### config.mk
export PLATFORM = sky130hd
export DESIGN_NAME = multi_pulse_tracer
export DESIGN_NICKNAME = d
export VERILOG_FILES = /design/src/rtl/pulse_tracer_pkg.sv /design/src/rtl/pulse_tracer_chan.sv /design/src/rtl/multi_pulse_tracer.sv
export SDC_FILE = /design/constraint.sdc
export NUM_CORES = 1
export LEC_CHECK = 0
export ABC_CLOCK_PERIOD_IN_PS = 3430
export CAP_MARGIN = 20
export CORE_MARGIN = 3
export CORE_UTILIZATION = 39
export CTS_CLUSTER_DIAMETER = 30
export DETAILED_ROUTE_END_ITERATION = 10
export DONT_BUFFER_PORTS = 1
export HOLD_SLACK_MARGIN = 0.06
export PLACE_DENSITY_LB_ADDON = 0.3
export SLEW_MARGIN = 5
export SYNTH_ARGS = -nofsm -noshare
export SYNTH_HDL_FRONTEND = slang
export SYNTH_HIERARCHICAL = 1
export SYNTH_SLANG_ARGS = --single-unit
### constraint.sdc
create_clock -name clk -period 3.43 [get_ports clk]
set_input_delay 0.8575 -clock clk [delete_from_list [all_inputs] [get_ports clk]]
set_output_delay 0.8575 -clock clk [all_outputs]
set_load 0.05 [all_outputs]
### src/rtl/pulse_tracer_pkg.sv
// Shared edge-mode encodings and sizing helpers for the multi-channel pulse tracer.
package pulse_tracer_pkg;

  localparam logic [1:0] EDGE_RISE = 2'b00;
  localparam logic [1:0] EDGE_FALL = 2'b01;
  localparam logic [1:0] EDGE_BOTH = 2'b10;
  localparam logic [1:0] EDGE_NONE = 2'b11;

  // Run counter must hold FILTER_LEN-1; never narrower than one bit.
  function automatic int run_width(input int filter_len);
    return (filter_len < 2) ? 1 : $clog2(filter_len);
  endfunction

endpackage

### src/rtl/pulse_tracer_chan.sv
// One tracer channel: synchroniser, stability filter, edge-mode select and
// saturating event counter.
module pulse_tracer_chan
  import pulse_tracer_pkg::*;
#(
  parameter int FILTER_LEN  = 3,
  parameter int SYNC_STAGES = 2,
  parameter int CNT_W       = 8
) (
  input  logic             clk,
  input  logic             rst,
  input  logic             noisy_in,
  input  logic [1:0]       edge_mode,
  input  logic             count_clr,
  output logic             level_out,
  output logic             pulse_out,
  output logic [CNT_W-1:0] event_count
);

  localparam int RUN_W = run_width(FILTER_LEN);
  localparam logic [RUN_W-1:0] RUN_LAST = RUN_W'(FILTER_LEN - 1);

  logic [SYNC_STAGES-1:0] sync_p0;
  logic                   sample;
  logic                   level_p1;
  logic [RUN_W-1:0]       run_p1;
  logic                   pulse_p1;
  logic [CNT_W-1:0]       cnt_p2;
  logic                   accept;

  function automatic logic edge_match(input logic [1:0] mode, input logic rising);
    case (mode)
      EDGE_RISE: return rising;
      EDGE_FALL: return !rising;
      EDGE_BOTH: return 1'b1;
      default:   return 1'b0;
    endcase
  endfunction

  function automatic logic [CNT_W-1:0] sat_inc(input logic [CNT_W-1:0] val);
    return (val == {CNT_W{1'b1}}) ? val : val + 1'b1;
  endfunction

  assign sample = sync_p0[SYNC_STAGES-1];
  assign accept = (sample != level_p1) && (run_p1 == RUN_LAST);

  // Stage p0: synchroniser shift chain (shift form works for a single stage too)
  always_ff @(posedge clk) begin
    if (rst) sync_p0 <= '0;
    else     sync_p0 <= (sync_p0 << 1) | SYNC_STAGES'(noisy_in);
  end

  // Stage p1: stability filter and edge pulse; a matching sample restarts the run
  always_ff @(posedge clk) begin
    if (rst) begin
      level_p1 <= 1'b0;
      run_p1   <= '0;
      pulse_p1 <= 1'b0;
    end else begin
      if (sample == level_p1) begin
        run_p1 <= '0;
      end else if (accept) begin
        level_p1 <= sample;
        run_p1   <= '0;
      end else begin
        run_p1 <= run_p1 + 1'b1;
      end
      pulse_p1 <= accept && edge_match(edge_mode, sample);
    end
  end

  // Stage p2: event counter; clear wins over a coincident pulse
  always_ff @(posedge clk) begin
    if (rst || count_clr) cnt_p2 <= '0;
    else if (pulse_p1)    cnt_p2 <= sat_inc(cnt_p2);
  end

  assign level_out   = level_p1;
  assign pulse_out   = pulse_p1;
  assign event_count = cnt_p2;

endmodule

### src/rtl/multi_pulse_tracer.sv
// Multi-channel glitch filter / edge tracer: independent channels plus a
// combined any-pulse flag.
module multi_pulse_tracer
  import pulse_tracer_pkg::*;
#(
  parameter int CHANNELS    = 4,
  parameter int FILTER_LEN  = 3,
  parameter int SYNC_STAGES = 2,
  parameter int CNT_W       = 8
) (
  input  logic                      clk,
  input  logic                      rst,
  input  logic [CHANNELS-1:0]       noisy_in,
  input  logic [1:0]                edge_mode,
  input  logic                      count_clr,
  output logic [CHANNELS-1:0]       level_out,
  output logic [CHANNELS-1:0]       pulse_out,
  output logic [CHANNELS*CNT_W-1:0] event_count,
  output logic                      any_pulse
);

  for (genvar i = 0; i < CHANNELS; i++) begin : g_chan
    pulse_tracer_chan #(
      .FILTER_LEN (FILTER_LEN),
      .SYNC_STAGES(SYNC_STAGES),
      .CNT_W      (CNT_W)
    ) u_chan (
      .clk        (clk),
      .rst        (rst),
      .noisy_in   (noisy_in[i]),
      .edge_mode  (edge_mode),
      .count_clr  (count_clr),
      .level_out  (level_out[i]),
      .pulse_out  (pulse_out[i]),
      .event_count(event_count[i*CNT_W +: CNT_W])
    );
  end

  assign any_pulse = |pulse_out;

endmodule

==> flow_summary.toml <==
[status]
status = "finished, final reports clean"

[synth]
ys_ff_latch = 56
yosysUniqueCellTypes = 27
ys_seq_area_frac = 0.439
synth.cell_area_um2 = 2550
syn_area_per_cell_um2 = 9.36
syn-num-nets = 290
synth_cells = 273
ys_warn_count = 6

[clocking]
holdBufCountCts = 0
cts_resized = 0
clk_path_buf_depth = 2
post_cts_buffers = 0
cts_tree = "built"
cts_buffers = 5
clkSlewWorstSetupHoldPaths_ns = 0.09
ctsHtreeMaxLevel = 2
clkLatencyLatePin_ns = 0.30
cts_num_sinks = 56
clockRootBuffer = "clkbuf_8"

[timing]
worst_pin_slew_ns = 0.729
rsz0062_at_grt = "false"
finClkSkew_ns = 0.00369
slew_headroom = 0.514
setup_viol = 0
final_max_slew_viol_count = 0
holdWs_ns = 0.410
finalHoldViolCount = 0
fin_crit_ns = 2.61
tns_ns = 0
fin_crit_sh = 0.762
max_freq_ghz = 0.383

[global_route]
met1_usage = 0.185
gr-max-usage-layer = "met2"
grt_pass1_wl_mm = 8.56
grt_overflow_total = 0
gr-usage-met3 = 0.0473
grt_use_total = 0.139
antenna_found_initial = 0
grt_max_degree = 33
grtUsageMet2 = 0.208
grt_pass1_vias = 1828

[critical_path]
path_buf_inv = 0
worstPathMaxFanout = 8
critPathKind = "reg -> out"
cpLargestDelayFamily = "simple AND/OR/NAND/NOR gates"
path_cells = "or4_1"
critical_path.max_stage_delay_ns = 0.89
crit_required_ns = 2.57
startpoint_type = "flip-flop"
crit_slowest_cell = "or4_1"
end_kind = "primary output"
worst_ep_arrival_time_ns = 1.76

[die]
ios = 50
die_h_um = 86.9
rows = 28
die_x_um = 86.9
die_area_um2 = 7560
start_util = 0.417
core_um2 = 6130

[pwr]
clockPowerShare = 0.348
p_per_area_nw_per_um2 = 387
p_int_w = 0.000833
ir_worst_vdd_mv = 0.284
pwr-share-seq = 0.625
switching_share = 0.209
combPwrFrac = 0.027
leakagePower_nw = 0.972
switching_power_w = 0.000221

[layout]
n_antenna_cell = 0
multi_input_area_um2 = 1380
mostFrequentLayoutCell = "dfxtp_1"
drive_gt1_frac = 0.130
fin_util = 0.444
areaGrowthSynthToFinish_pct = 6.51
n_fill_cell = 595
seq_area_um2 = 1120
nets = 293
final_cell_mix = "56 x dfxtp_1, 24 x a21oi_1, 24 x nand2_1"

[flow_run]
cap_violations = 0

[drt]
first_pass_iters = 4
routedWlPerCell_um = 14.0
final_antenna_net_count = 0
route.detailed.drc = 0
drt_iter0_markers = 104
drt_wl_total_mm = 4.92
viasPerCell = 5.69
vias = 2002

[placement]
dp_hpwl_mm = 3.47
port_buffers = 0
place.gp.congestion = 0.792

[min_path]
hold_class = "reg -> reg"
==> per-stage QoR <==
stage / setup slack [ns] / total power [W] / cells / area (um^2)
6_report: 0.817 / 0.00105 / 352 / 2720
5_1_grt: 0.764 / 0.00111 / 352 / 2720
4_1_cts: 0.796 / 0.00108 / 352 / 2720
3_3_place_gp: 1.17 / 0.000703 / 344 / 2630
3_5_place_dp: 1.15 / 0.000703 / 344 / 2630
2_1_floorplan: 1.23 / 0.000698 / 273 / 2550
==> logic make-up after synthesis <==
family | synth area share
flip-flops | 0.439
AND/OR/NAND/NOR | 0.281
buffers and inverters | 0.0196
adder cells (fa/ha/maj) | 0.0392
multiplexers | 0.0470
AO/OA/AOI/OAI | 0.147
XOR/XNOR | 0.0274
==> power by group through the flow <==
stage	Combinational, W	Clock [W]	Sequential, W
2_1_floorplan	0.0000251	0	0.000673
3_3_place_gp	0.0000287	0	0.000674
3_5_place_dp	0.0000290	0	0.000674
4_1_cts	0.0000291	0.000389	0.000659
5_1_grt	0.0000331	0.000418	0.000660
6_report	0.0000288	0.000366	0.000659
==> layout make-up <==
type | count | share of cell area
inverter | 8 | 0.0110
multi-input combinational | 205 | 0.509
clock inverter | 2 | 0.00368
sequential | 56 | 0.412
tap | 75 | 0.0345
clock buffer | 6 | 0.0303
==> path summary, 6_finish.rpt <==
kind	startpoint	depth (start not counted)	endpoint	slack, ns
worst max-delay path	g_chan[0].u_chan/pulse_out	1	any_pulse	0.82
worst min-delay path	g_chan[2].u_chan/run_p1[0]	1	g_chan[2].u_chan/run_p1[0]	0.41
worst max register to register	g_chan[0].u_chan/event_count[0]	4	g_chan[0].u_chan/event_count[6]	1.43
worst min register to register	g_chan[2].u_chan/run_p1[0]	1	g_chan[2].u_chan/run_p1[0]	0.41
==> per-layer routing <==
layer | vias up | share of wire
met5 | - | 0
met4 | 0 | 0.0089
met3 | 5 | 0.068
met2 | 45 | 0.43
met1 | 927 | 0.50
li1 | 1025 | -
==> registers in the layout, summed over array words and instances, names as in the netlist <==
name / cells
g_chan.u_chan/event_count: 32
g_chan.u_chan/pulse_out: 4
g_chan.u_chan/sync_p0: 8
g_chan.u_chan/run_p1: 8
g_chan.u_chan/level_out: 4
==> Yosys cell counts <==
master / n / area share
or3_2: 12 / 0.035
xnor2_1: 4 / 0.014
and3_2: 4 / 0.012
or4b_1: 8 / 0.031
nor2_1: 20 / 0.029
nor3b_1: 8 / 0.024
inv_1: 8 / 0.012
buf_2: 4 / 0.0078
a311oi_1: 4 / 0.014
nand3_1: 8 / 0.016
o211a_1: 4 / 0.016
ha_1: 8 / 0.039
a211oi_1: 8 / 0.024
a21oi_1: 24 / 0.047
and4_1: 8 / 0.027
dfxtp_1: 56 / 0.44
or2_4: 4 / 0.014
xor2_1: 4 / 0.014
o21ai_0: 8 / 0.016
nand2_1: 24 / 0.035
a21boi_1: 4 / 0.012
a31oi_1: 8 / 0.020
mux2i_1: 12 / 0.047
nand4_1: 8 / 0.020
and2b_2: 8 / 0.027
nor3_1: 4 / 0.0078
or4_1: 1 / 0.0029
Note: power is estimated with default switching activity, not from simulation.
